[config.mk]
export PLATFORM = sky130hd
export DESIGN_NAME = vga_scan_compositor_flat
export DESIGN_NICKNAME = d
export VERILOG_FILES = /design/src/rtl/vga_pkg.sv /design/src/rtl/vga_scan_compositor_if.sv /design/src/rtl/vga_timing.sv /design/src/rtl/vga_scan_compositor.sv /design/src/flat_wrapper.sv
export SDC_FILE = /design/constraint.sdc
export NUM_CORES = 1
export LEC_CHECK = 0
export CORE_ASPECT_RATIO = 0.9
export CORE_UTILIZATION = 50
export DETAILED_ROUTE_END_ITERATION = 8
export PLACE_DENSITY = 0.8
export SETUP_SLACK_MARGIN = 0.15
export SYNTH_ARGS = -nofsm -noshare
export SYNTH_HDL_FRONTEND = slang
export SYNTH_SLANG_ARGS = --single-unit
[constraint.sdc]
create_clock -name clk_d -period 4 [get_ports clk_d]
set_input_delay 0.8 -clock clk_d [delete_from_list [all_inputs] [get_ports clk_d]]
set_output_delay 0.8 -clock clk_d [all_outputs]
set_load 0.01 [all_outputs]
[src/rtl/vga_pkg.sv]
// Shared 640x480@60 VGA timing constants, pixel colour type and default palette.
// Totals are derived from visible/porch/sync widths so the sync windows fall out of one place.
package vga_pkg;

  localparam int H_VISIBLE = 640;
  localparam int H_FRONT   = 16;
  localparam int H_SYNC    = 96;
  localparam int H_BACK    = 48;
  localparam int H_TOTAL   = H_VISIBLE + H_FRONT + H_SYNC + H_BACK;

  localparam int V_VISIBLE = 480;
  localparam int V_FRONT   = 10;
  localparam int V_SYNC    = 2;
  localparam int V_BACK    = 33;
  localparam int V_TOTAL   = V_VISIBLE + V_FRONT + V_SYNC + V_BACK;

  localparam int H_SYNC_FIRST = H_VISIBLE + H_FRONT;
  localparam int H_SYNC_LAST  = H_SYNC_FIRST + H_SYNC - 1;
  localparam int V_SYNC_FIRST = V_VISIBLE + V_FRONT;
  localparam int V_SYNC_LAST  = V_SYNC_FIRST + V_SYNC - 1;

  localparam int BORDER_W = 10;

  typedef logic [11:0] rgb_t;

  localparam rgb_t DEF_HEAD_RGB   = 12'h0F0;
  localparam rgb_t DEF_BODY_RGB   = 12'h0A0;
  localparam rgb_t DEF_FOOD_RGB   = 12'hF00;
  localparam rgb_t DEF_BORDER_RGB = 12'hFFF;
  localparam rgb_t DEF_BG_RGB     = 12'h000;

endpackage

[src/rtl/vga_scan_compositor_if.sv]
// Scan-position / hit-flag / video-pin bundle between the compositor and the hit-test blocks.
// The compositor is the master: it drives the scan counters and video pins and reads the flags back.
interface vga_scan_compositor_if;

  logic [9:0] xCount;
  logic [9:0] yCount;
  logic       snakeHead;
  logic       snakeBody;
  logic       food;
  logic       hsync;
  logic       vsync;
  logic       video_on;
  logic [3:0] red;
  logic [3:0] green;
  logic [3:0] blue;

  modport master (
    output xCount, yCount, hsync, vsync, video_on, red, green, blue,
    input  snakeHead, snakeBody, food
  );

  modport slave (
    input  xCount, yCount, hsync, vsync, video_on, red, green, blue,
    output snakeHead, snakeBody, food
  );

endinterface

[src/rtl/vga_timing.sv]
// Free-running 800x525 scan counters with combinational sync/active/border decode and frame strobe.
// Decode outputs refer to the counter value of the current cycle; downstream registers them.
module vga_timing
  import vga_pkg::*;
(
  input  logic       clk_d,
  input  logic       reset,
  output logic [9:0] xCount,
  output logic [9:0] yCount,
  output logic       hsyncRaw,
  output logic       vsyncRaw,
  output logic       activeRaw,
  output logic       borderRaw,
  output logic       frame_tick
);

  logic [9:0] xCnt;
  logic [9:0] yCnt;
  logic [9:0] xNext;
  logic [9:0] yNext;
  logic       xLast;
  logic       yLast;

  assign xLast = (xCnt == 10'(H_TOTAL - 1));
  assign yLast = (yCnt == 10'(V_TOTAL - 1));

  // yNext is written every cycle, holding its value except on the line wrap.
  always_comb begin
    xNext = xLast ? 10'd0 : xCnt + 10'd1;
    yNext = yCnt;
    if (xLast) begin
      yNext = yLast ? 10'd0 : yCnt + 10'd1;
    end
  end

  always_ff @(posedge clk_d) begin
    if (!reset) begin
      xCnt <= 10'd0;
      yCnt <= 10'd0;
    end else begin
      xCnt <= xNext;
      yCnt <= yNext;
    end
  end

  assign xCount = xCnt;
  assign yCount = yCnt;

  assign hsyncRaw  = !((xCnt >= 10'(H_SYNC_FIRST)) && (xCnt <= 10'(H_SYNC_LAST)));
  assign vsyncRaw  = !((yCnt >= 10'(V_SYNC_FIRST)) && (yCnt <= 10'(V_SYNC_LAST)));
  assign activeRaw = (xCnt < 10'(H_VISIBLE)) && (yCnt < 10'(V_VISIBLE));
  assign borderRaw = activeRaw &&
                     ((xCnt < 10'(BORDER_W)) || (xCnt >= 10'(H_VISIBLE - BORDER_W)) ||
                      (yCnt < 10'(BORDER_W)) || (yCnt >= 10'(V_VISIBLE - BORDER_W)));

  // Start of vertical blank: first pixel of the first invisible line.
  assign frame_tick = (xCnt == 10'd0) && (yCnt == 10'(V_VISIBLE));

endmodule

[src/rtl/vga_scan_compositor.sv]
// Composes registered hit flags into RGB aligned with syncs (2 cycles counter-to-pins),
// and divides frame_tick down to the game update strobe while start is high.
module vga_scan_compositor
  import vga_pkg::*;
#(
  parameter int   FRAMES_PER_MOVE = 6,
  parameter rgb_t HEAD_RGB        = DEF_HEAD_RGB,
  parameter rgb_t BODY_RGB        = DEF_BODY_RGB,
  parameter rgb_t FOOD_RGB        = DEF_FOOD_RGB,
  parameter rgb_t BORDER_RGB      = DEF_BORDER_RGB,
  parameter rgb_t BG_RGB          = DEF_BG_RGB
) (
  input  logic                  clk_d,
  input  logic                  reset,
  input  logic                  start,
  vga_scan_compositor_if.master vga,
  output logic                  frame_tick,
  output logic                  update_tick
);

  localparam logic [5:0] LAST_FRAME = 6'(FRAMES_PER_MOVE - 1);

  logic hsyncRaw;
  logic vsyncRaw;
  logic activeRaw;
  logic borderRaw;

  vga_timing uTiming (
    .clk_d      (clk_d),
    .reset      (reset),
    .xCount     (vga.xCount),
    .yCount     (vga.yCount),
    .hsyncRaw   (hsyncRaw),
    .vsyncRaw   (vsyncRaw),
    .activeRaw  (activeRaw),
    .borderRaw  (borderRaw),
    .frame_tick (frame_tick)
  );

  // Stage 1 lines the decode up with the hit flags, which their sources register one cycle late.
  logic hsyncS1;
  logic vsyncS1;
  logic activeS1;
  logic borderS1;
  logic hsyncS2;
  logic vsyncS2;
  logic videoS2;
  rgb_t rgbS2;
  rgb_t pixel;

  always_comb begin
    pixel = BG_RGB;
    if (!activeS1)          pixel = '0;
    else if (vga.snakeHead) pixel = HEAD_RGB;
    else if (vga.snakeBody) pixel = BODY_RGB;
    else if (vga.food)      pixel = FOOD_RGB;
    else if (borderS1)      pixel = BORDER_RGB;
  end

  always_ff @(posedge clk_d) begin
    if (!reset) begin
      hsyncS1  <= 1'b1;
      vsyncS1  <= 1'b1;
      activeS1 <= 1'b0;
      borderS1 <= 1'b0;
      hsyncS2  <= 1'b1;
      vsyncS2  <= 1'b1;
      videoS2  <= 1'b0;
      rgbS2    <= '0;
    end else begin
      hsyncS1  <= hsyncRaw;
      vsyncS1  <= vsyncRaw;
      activeS1 <= activeRaw;
      borderS1 <= borderRaw;
      hsyncS2  <= hsyncS1;
      vsyncS2  <= vsyncS1;
      videoS2  <= activeS1;
      rgbS2    <= pixel;
    end
  end

  assign vga.hsync    = hsyncS2;
  assign vga.vsync    = vsyncS2;
  assign vga.video_on = videoS2;
  assign vga.red      = rgbS2[11:8];
  assign vga.green    = rgbS2[7:4];
  assign vga.blue     = rgbS2[3:0];

  logic [5:0] frameDiv;

  always_ff @(posedge clk_d) begin
    if (!reset || !start) begin
      frameDiv <= 6'd0;
    end else if (frame_tick) begin
      frameDiv <= (frameDiv == LAST_FRAME) ? 6'd0 : frameDiv + 6'd1;
    end
  end

  // Gating with start keeps the strobe quiet in the cycle before the divider clears.
  assign update_tick = start && frame_tick && (frameDiv == LAST_FRAME);

endmodule

[src/flat_wrapper.sv]
// flat-port wrapper written by rule: the top's interface ports become plain ports
module vga_scan_compositor_flat import vga_pkg::*;
#(
  parameter int   FRAMES_PER_MOVE = 6,
  parameter rgb_t HEAD_RGB        = DEF_HEAD_RGB,
  parameter rgb_t BODY_RGB        = DEF_BODY_RGB,
  parameter rgb_t FOOD_RGB        = DEF_FOOD_RGB,
  parameter rgb_t BORDER_RGB      = DEF_BORDER_RGB,
  parameter rgb_t BG_RGB          = DEF_BG_RGB
)
  (clk_d, reset, start, frame_tick, update_tick, vga_xCount, vga_yCount, vga_hsync, vga_vsync, vga_video_on, vga_red, vga_green, vga_blue, vga_snakeHead, vga_snakeBody, vga_food);
  vga_scan_compositor_if vga_i ();
  input  logic clk_d;
  input  logic reset;
  input  logic start;
  output logic frame_tick;
  output logic update_tick;
  output wire logic [$bits(vga_i.xCount)-1:0] vga_xCount;
  output wire logic [$bits(vga_i.yCount)-1:0] vga_yCount;
  output wire logic [$bits(vga_i.hsync)-1:0] vga_hsync;
  output wire logic [$bits(vga_i.vsync)-1:0] vga_vsync;
  output wire logic [$bits(vga_i.video_on)-1:0] vga_video_on;
  output wire logic [$bits(vga_i.red)-1:0] vga_red;
  output wire logic [$bits(vga_i.green)-1:0] vga_green;
  output wire logic [$bits(vga_i.blue)-1:0] vga_blue;
  input wire logic [$bits(vga_i.snakeHead)-1:0] vga_snakeHead;
  input wire logic [$bits(vga_i.snakeBody)-1:0] vga_snakeBody;
  input wire logic [$bits(vga_i.food)-1:0] vga_food;
  assign vga_xCount = vga_i.xCount;
  assign vga_yCount = vga_i.yCount;
  assign vga_hsync = vga_i.hsync;
  assign vga_vsync = vga_i.vsync;
  assign vga_video_on = vga_i.video_on;
  assign vga_red = vga_i.red;
  assign vga_green = vga_i.green;
  assign vga_blue = vga_i.blue;
  assign vga_i.snakeHead = vga_snakeHead;
  assign vga_i.snakeBody = vga_snakeBody;
  assign vga_i.food = vga_food;
  vga_scan_compositor #(.FRAMES_PER_MOVE(FRAMES_PER_MOVE), .HEAD_RGB(HEAD_RGB), .BODY_RGB(BODY_RGB), .FOOD_RGB(FOOD_RGB), .BORDER_RGB(BORDER_RGB), .BG_RGB(BG_RGB)) u_core (.clk_d(clk_d), .reset(reset), .start(start), .vga(vga_i), .frame_tick(frame_tick), .update_tick(update_tick));
endmodule
==> results of run 1 <==
[worst max-delay path by stage]
stage / startpoint / to / slack [ps] / depth (start not counted)
2_1_floorplan: u_core.uTiming.xCount[5]$_SDFF_PP0_ / update_tick / 1370 / 5
3_3_place_gp: u_core.uTiming.xCount[5]$_SDFF_PP0_ / update_tick / 920 / 5
3_5_place_dp: u_core.uTiming.xCount[4]$_SDFF_PP0_ / update_tick / 880 / 5
4_1_cts: u_core.uTiming.xCount[4]$_SDFF_PP0_ / update_tick / 550 / 5
5_1_grt: u_core.uTiming.xCount[4]$_SDFF_PP0_ / update_tick / 410 / 5
6_report: u_core.uTiming.xCount[4]$_SDFF_PP0_ / update_tick / 560 / 5
[power breakdown]
group,total (mW),leakage (nW),switching [mW],internal (mW)
Sequential,0.380,0.300,0.00630,0.374
Clock,0.251,0.0395,0.127,0.124
Combinational,0.0466,0.458,0.0240,0.0226
Total,0.678,0.797,0.158,0.520
[layout make-up]
class	count	area (µm²)	share of cell area
multi-input cells	155	1010	0.432
flip-flops and latches	37	741	0.317
clock buffers	8	80.1	0.0343
repair buffers	42	420	0.180
inverters	8	30.0	0.0129
well taps	44	55.1	0.0236
[cell families after synthesis]
logic type | after synthesis | share of synthesized area
fa+ha+maj | 7 | 0.0466
simple gates | 99 | 0.312
xor+xnor | 10 | 0.0466
buf+inv | 24 | 0.0679
compound gates | 36 | 0.116
mux | 3 | 0.0160
flops | 37 | 0.394
[flip-flops by register name, summed over array words and instances (netlist names)]
register	flops
u_core.activeS1	1
u_core.vga.vsync	1
u_core.vga.hsync	1
u_core.borderS1	1
u_core.vsyncS1	1
u_core.uTiming.yCount	10
u_core.frameDiv	6
u_core.rgbS2	4
u_core.vga.video_on	1
u_core.hsyncS1	1
u_core.uTiming.xCount	10
[cells in the final DEF, fill, tap and decap left out, drive strengths merged, types with 5 or more instances in the layout]
master	instances
a21oi	13
and2	7
clkbuf	8
clkdlybuf4s50	42
dfxtp	37
ha	7
inv	8
nand2	11
nand3	14
nand4	8
nor2	16
nor4	11
o21ai	9
o31ai	5
or3	7
or4	5
xor2	6
[metal layers]
| layer | vias up | part of all wire |
|---|---|---|
| li1 | 842 | - |
| met1 | 801 | 0.48 |
| met2 | 52 | 0.44 |
| met3 | 9 | 0.058 |
| met4 | 0 | 0.015 |
| met5 | - | 0 |
[through the flow]
| stage | std cells | power (mW) | worst slack [ps] |
|---|---|---|---|
| final | 294 | 0.678 | 556 |
| after detailed placement | 286 | 0.435 | 882 |
| after CTS | 294 | 0.685 | 554 |
| after global placement | 286 | 0.434 | 919 |
| after global routing | 294 | 0.701 | 412 |
| after floorplan | 216 | 0.413 | 1370 |
==> summary.md, run 1 <==
| Metric | Value |
|---|---|
| CTS resizes | 0 |
| Post-CTS Setup Bufs | 0 |
| Register bit total from synthesis | 37 |
| Tmin final | 3440 ps |
| Synthesized net count | 229 |
| Die Y | 60.1 µm |
| CP Launch Type | flop |
| Final core occ | 0.672 |
| Synth Area per Inst | 8.69 µm² |
| Yosys top cell area share | 0.394 |
| Clock latency on the worst-skew pair | 290 ps |
| Min-Delay Startpoint | u_core.vsyncS1$_SDFF_PN1_ |
| Reg clk slew, reported paths | 70 ps |
| Commonest cells post-synth | dfxtp_1 (37), nor2_1 (16), nand3_1 (14) |
| Layout Nets | 262 |
| Synth unique cells | 40 |
| WL final | 4.06 mm |
| Design Area, Final | 2340 µm² |
| Fill count | 295 |
| CTS tree | yes |
| Final TNS setup | 0 ps |
| Global-route wire length before repair | 6.53 mm |
| GPL Wtd Cong | 0.789 |
| FF-to-FF Start | u_core.uTiming.xCount[1]$_SDFF_PP0_ |
| Via count | 1,704 |
| Iteration-0 DRC Markers | 104 |
| GRT met1 Usage | 0.277 |
| Status | finished, final reports clean |
| Final Hold Vio Count | 0 |
| Routed len/inst | 13.8 µm |
| Max Freq | 290 MHz |
| Lkg Pwr | 0.797 nW |
| # H-tree levels | 2 |
| M3 GR Usage | 0.0725 |
| Total CTS buffers | 5 |
| Slew margin rel. | 0.568 |
| Crit path max-delay cell type | or4_1 |
| Pwr Density | 290 nW/µm² |
| Synth area leader | dfxtp_1 |
| Yosys warnings | 0 |
| Initial antenna violation count | 0 |
| R2R Path End | u_core.uTiming.yCount[3]$_SDFFE_PN0P_ |
| Largest net degree at the start of global routing | 19 |
| Busiest layer in global routing | met2 |
| Reg2Reg Depth | 5 |
| Hold buffer count at CTS | 0 |
| Area after DPL | 2260 µm² |
| VDD IR max | 0.193 mV |
| Largest stage delay on the critical path | 590 ps |
| CTS root buffer | clkbuf_8 |
| Skew final | 6.73 ps |
| Total Routing Usage GR | 0.220 |
| Setup violators final | 0 |
| Synthesized area | 1880 µm² |
| Post-DRT Antenna Nets | 0 |
| Hold Crit Class | flop to flop |
| PortBufs | 42 |
| Pre-antenna DRT Iters | 4 |
| Row count | 20 |
| Seq/Total Area, Yosys | 0.394 |
| Worst slew pin tran | 639 ps |
| Worst path bufs/invs | 1 |
| RSZ-0062 raised after global routing | no |
| Global routing usage on met2 | 0.354 |
| Synth area leaders | dfxtp_1 (39%), ha_1 (4.7%), nand3_1 (3.7%) |
| Hold worst-path end | u_core.vga.vsync$_SDFF_PN1_ |
| Num Clock Sinks | 37 |
| Diode count | 0 |
| Worst hold path cell count | 1 |
| Worst hold slack | 403 ps |
| Total gr overflow | 0 |
| Final period utilization | 0.861 |
| Worst Path Required | 3200 ps |
| Family with the most delay on the worst path | simple AND/OR/NAND/NOR gates |
| Vias in the first global route | 1,418 |
| Chip width | 66.6 µm |
| Post-DR vias/cell | 5.80 |
| Core Region | 3480 µm² |
| Max cap viols | 0 |
| Crit-path cells | or3_4, or4_1, nor3_2, and3_1, clkdlybuf4s50_1 |
| Post-synth EDFFs | 0 |
| Crit path kind | flop to primary output |
| Post-synth top flop | dfxtp_1 |
| Area Growth Syn to Fin | 24.4% |
| Layout cells sized above 1 | 0.0480 |
| Worst path arrival time | 2640 ps |
| Final Slew Violations | 0 |
| Hpwl dp | 2.90 mm |
| DRC viols | 0 |
| Die area | 4010 µm² |
| Most frequent cell after synthesis | dfxtp_1 |
| R2r setup slk | 1750 ps |
| Mapped Cells | 216 |
| Crit Path Max Fanout | 8 |
| Nature of the critical path endpoint | primary output |
| Max clock buf depth | 2 |
| # IOs | 43 |
| Starting Density | 0.540 |
| Asr flop ratio synth | 0 |
(Power assumes the default switching activity.)
==> run 2, diff against run 1 <==
--- a/config.mk
+++ b/config.mk
@@ -8,7 +8,7 @@
 export CORE_ASPECT_RATIO = 0.9
 export CORE_UTILIZATION = 50
 export DETAILED_ROUTE_END_ITERATION = 8
-export PLACE_DENSITY = 0.8
+export PLACE_DENSITY_LB_ADDON = 0.12
 export SETUP_SLACK_MARGIN = 0.15
 export SYNTH_ARGS = -nofsm -noshare
 export SYNTH_HDL_FRONTEND = slang
==> summary.md, run 2 (same netlist as run 1, synthesis figures left out) <==
| Metric | Value |
|---|---|
| Skew final | 6.92 ps (+0.191 ps) |
| Final Slew Violations | 0 (unchanged) |
| DRC viols | 0 (unchanged) |
| Largest net degree at the start of global routing | 19 (unchanged) |
| VDD IR max | 0.275 mV (+42%) |
| Crit path kind | flop to primary output |
| # IOs | 43 (unchanged) |
| Diode count | 0 (unchanged) |
| Clock latency on the worst-skew pair | 300 ps (about the same) |
| Post-DRT Antenna Nets | 0 (unchanged) |
| Global-route wire length before repair | 6.48 mm (-0.74%) |
| Initial antenna violation count | 0 (unchanged) |
| Core Region | 3480 µm² (unchanged) |
| Worst hold slack | 408 ps (+5.13 ps) |
| Crit path max-delay cell type | or4_1 |
| Pre-antenna DRT Iters | 4 (unchanged) |
| Worst slew pin tran | 634 ps (-4.89 ps) |
| PortBufs | 42 (unchanged) |
| Post-DR vias/cell | 5.64 (-2.6%) |
| Worst path arrival time | 2640 ps (about the same) |
| Row count | 20 (unchanged) |
| Pwr Total | 0.758 mW (+12%) |
| CTS resizes | 0 (unchanged) |
| Die Y | 60.1 µm (unchanged) |
| Routed len/inst | 13.8 µm (-0.15%) |
| GPL Wtd Cong | 0.837 (+6.1%) |
| Tmin final | 3440 ps (-0.438 ps) |
| Fill count | 303 (+2.7%) |
| Final Hold Vio Count | 0 (unchanged) |
| Area after DPL | 2260 µm² (unchanged) |
| Total CTS buffers | 5 (unchanged) |
| Commonest cells after routing, fill and taps aside | clkdlybuf4s50_1 (42), dfxtp_1 (37), nor2_1 (16), nand3_1 (14), a21oi_1 (13) |
| Chip width | 66.6 µm (unchanged) |
| Num Clock Sinks | 37 (unchanged) |
| Final core occ | 0.682 (+0.0101) |
| Hold Crit Class | flop to flop |
| Final period utilization | 0.861 (about the same) |
| Global routing usage on met2 | 0.345 (-0.00866) |
| Layout cells sized above 1 | 0.0600 (+0.0120) |
| Pre-CTS WS | 882 ps (+0.114 ps) |
| Max Freq | 290 MHz (about the same) |
| GRT met1 Usage | 0.282 (+0.00511) |
| Worst Path Required | 3200 ps (about the same) |
| Cell Count, Final, Fillers Out | 294 (unchanged) |
| CTS tree | yes |
| Crit Path Max Fanout | 8 (unchanged) |
| Via count | 1,659 (-2.6%) |
| Hold buffer count at CTS | 0 (unchanged) |
| Design Area, Final | 2370 µm² (+1.5%) |
| Starting Density | 0.540 (unchanged) |
| Setup ws final | 556 ps (+0.438 ps) |
| Layout Nets | 262 (unchanged) |
| Max clock buf depth | 2 (unchanged) |
| CTS root buffer | clkbuf_8 |
| CP Launch Type | flop |
| Final TNS setup | 0 ps (unchanged) |
| Inst Count DP | 286 (unchanged) |
| M3 GR Usage | 0.0534 (-0.0191) |
| Post-CTS Setup Bufs | 0 (unchanged) |
| Busiest layer in global routing | met2 |
| Vias in the first global route | 1,402 (-1.1%) |
| Total Routing Usage GR | 0.220 (-0.000363) |
| Setup violators final | 0 (unchanged) |
| Lkg Pwr | 0.812 nW (+1.9%) |
| Largest stage delay on the critical path | 600 ps (about the same) |
| Hpwl dp | 2.91 mm (+0.28%) |
| # H-tree levels | 2 (unchanged) |
| WL final | 4.05 mm (-0.15%) |
| Pwr Density | 320 nW/µm² (+10%) |
| Commonest non-fill, non-tap cell in the layout | clkdlybuf4s50_1 |
| Status | finished, final reports clean |
| Nature of the critical path endpoint | primary output |
| Total gr overflow | 0 (unchanged) |
| Iteration-0 DRC Markers | 147 (+41%) |
| Reg clk slew, reported paths | 80 ps (about the same) |
| Crit-path cells | or3_4, or4_1, nor3_2, and3_1, clkdlybuf4s50_1 |
| Die area | 4010 µm² (unchanged) |
| Slew margin rel. | 0.571 (+0.00330) |
| Max cap viols | 0 (unchanged) |
| RSZ-0062 raised after global routing | no |
| Area Growth Syn to Fin | 26.2% |
-- run 2: cell types whose count changed in the layout (fill, tap and decap cells not counted) --
cell / delta
bufinv_16: +1
clkbuf_1: -3
clkinv_4: +1
clkinvlp_4: +1
-- run 2: where the power goes --
part	total [mW]	switching, mW	leakage, nW	internal (mW)
Combinational	0.0474	0.0248	0.458	0.0225
Sequential	0.379	0.00580	0.300	0.374
Clock	0.332	0.145	0.0543	0.187
-- run 2: worst paths after layout --
path	end	slack [ps]	cells past startpoint	from
min reg2reg	u_core.vga.vsync$_SDFF_PN1_	410	1	u_core.vsyncS1$_SDFF_PN1_
max	update_tick	560	5	u_core.uTiming.xCount[4]$_SDFF_PP0_
max reg2reg	u_core.uTiming.yCount[3]$_SDFFE_PN0P_	1730	5	u_core.uTiming.xCount[1]$_SDFF_PP0_
min	u_core.vga.vsync$_SDFF_PN1_	410	1	u_core.vsyncS1$_SDFF_PN1_
-- run 2: layout make-up --
class	count	area (µm²)	share of cell area
flip-flops and latches	37	741	0.312
well taps	44	55.1	0.0232
inverters	8	30.0	0.0127
multi-input cells	155	1010	0.426
clock buffers	5	68.8	0.0290
clock inverters	3	46.3	0.0195
repair buffers	42	420	0.177
-- run 2: worst max-delay path: cells and delay by family, from the launching register on --
kind,cells,cell delay (ps)
simple gates,4,1430
flops,1,390
buf+inv,1,530
-- run 2: routing by layer --
layer | routed length (µm) | vias to the layer above
met2 | 1820 | 37
met3 | 186 | 10
met4 | 82 | 0
li1 | - | 845
met1 | 1960 | 767
met5 | 0 | -
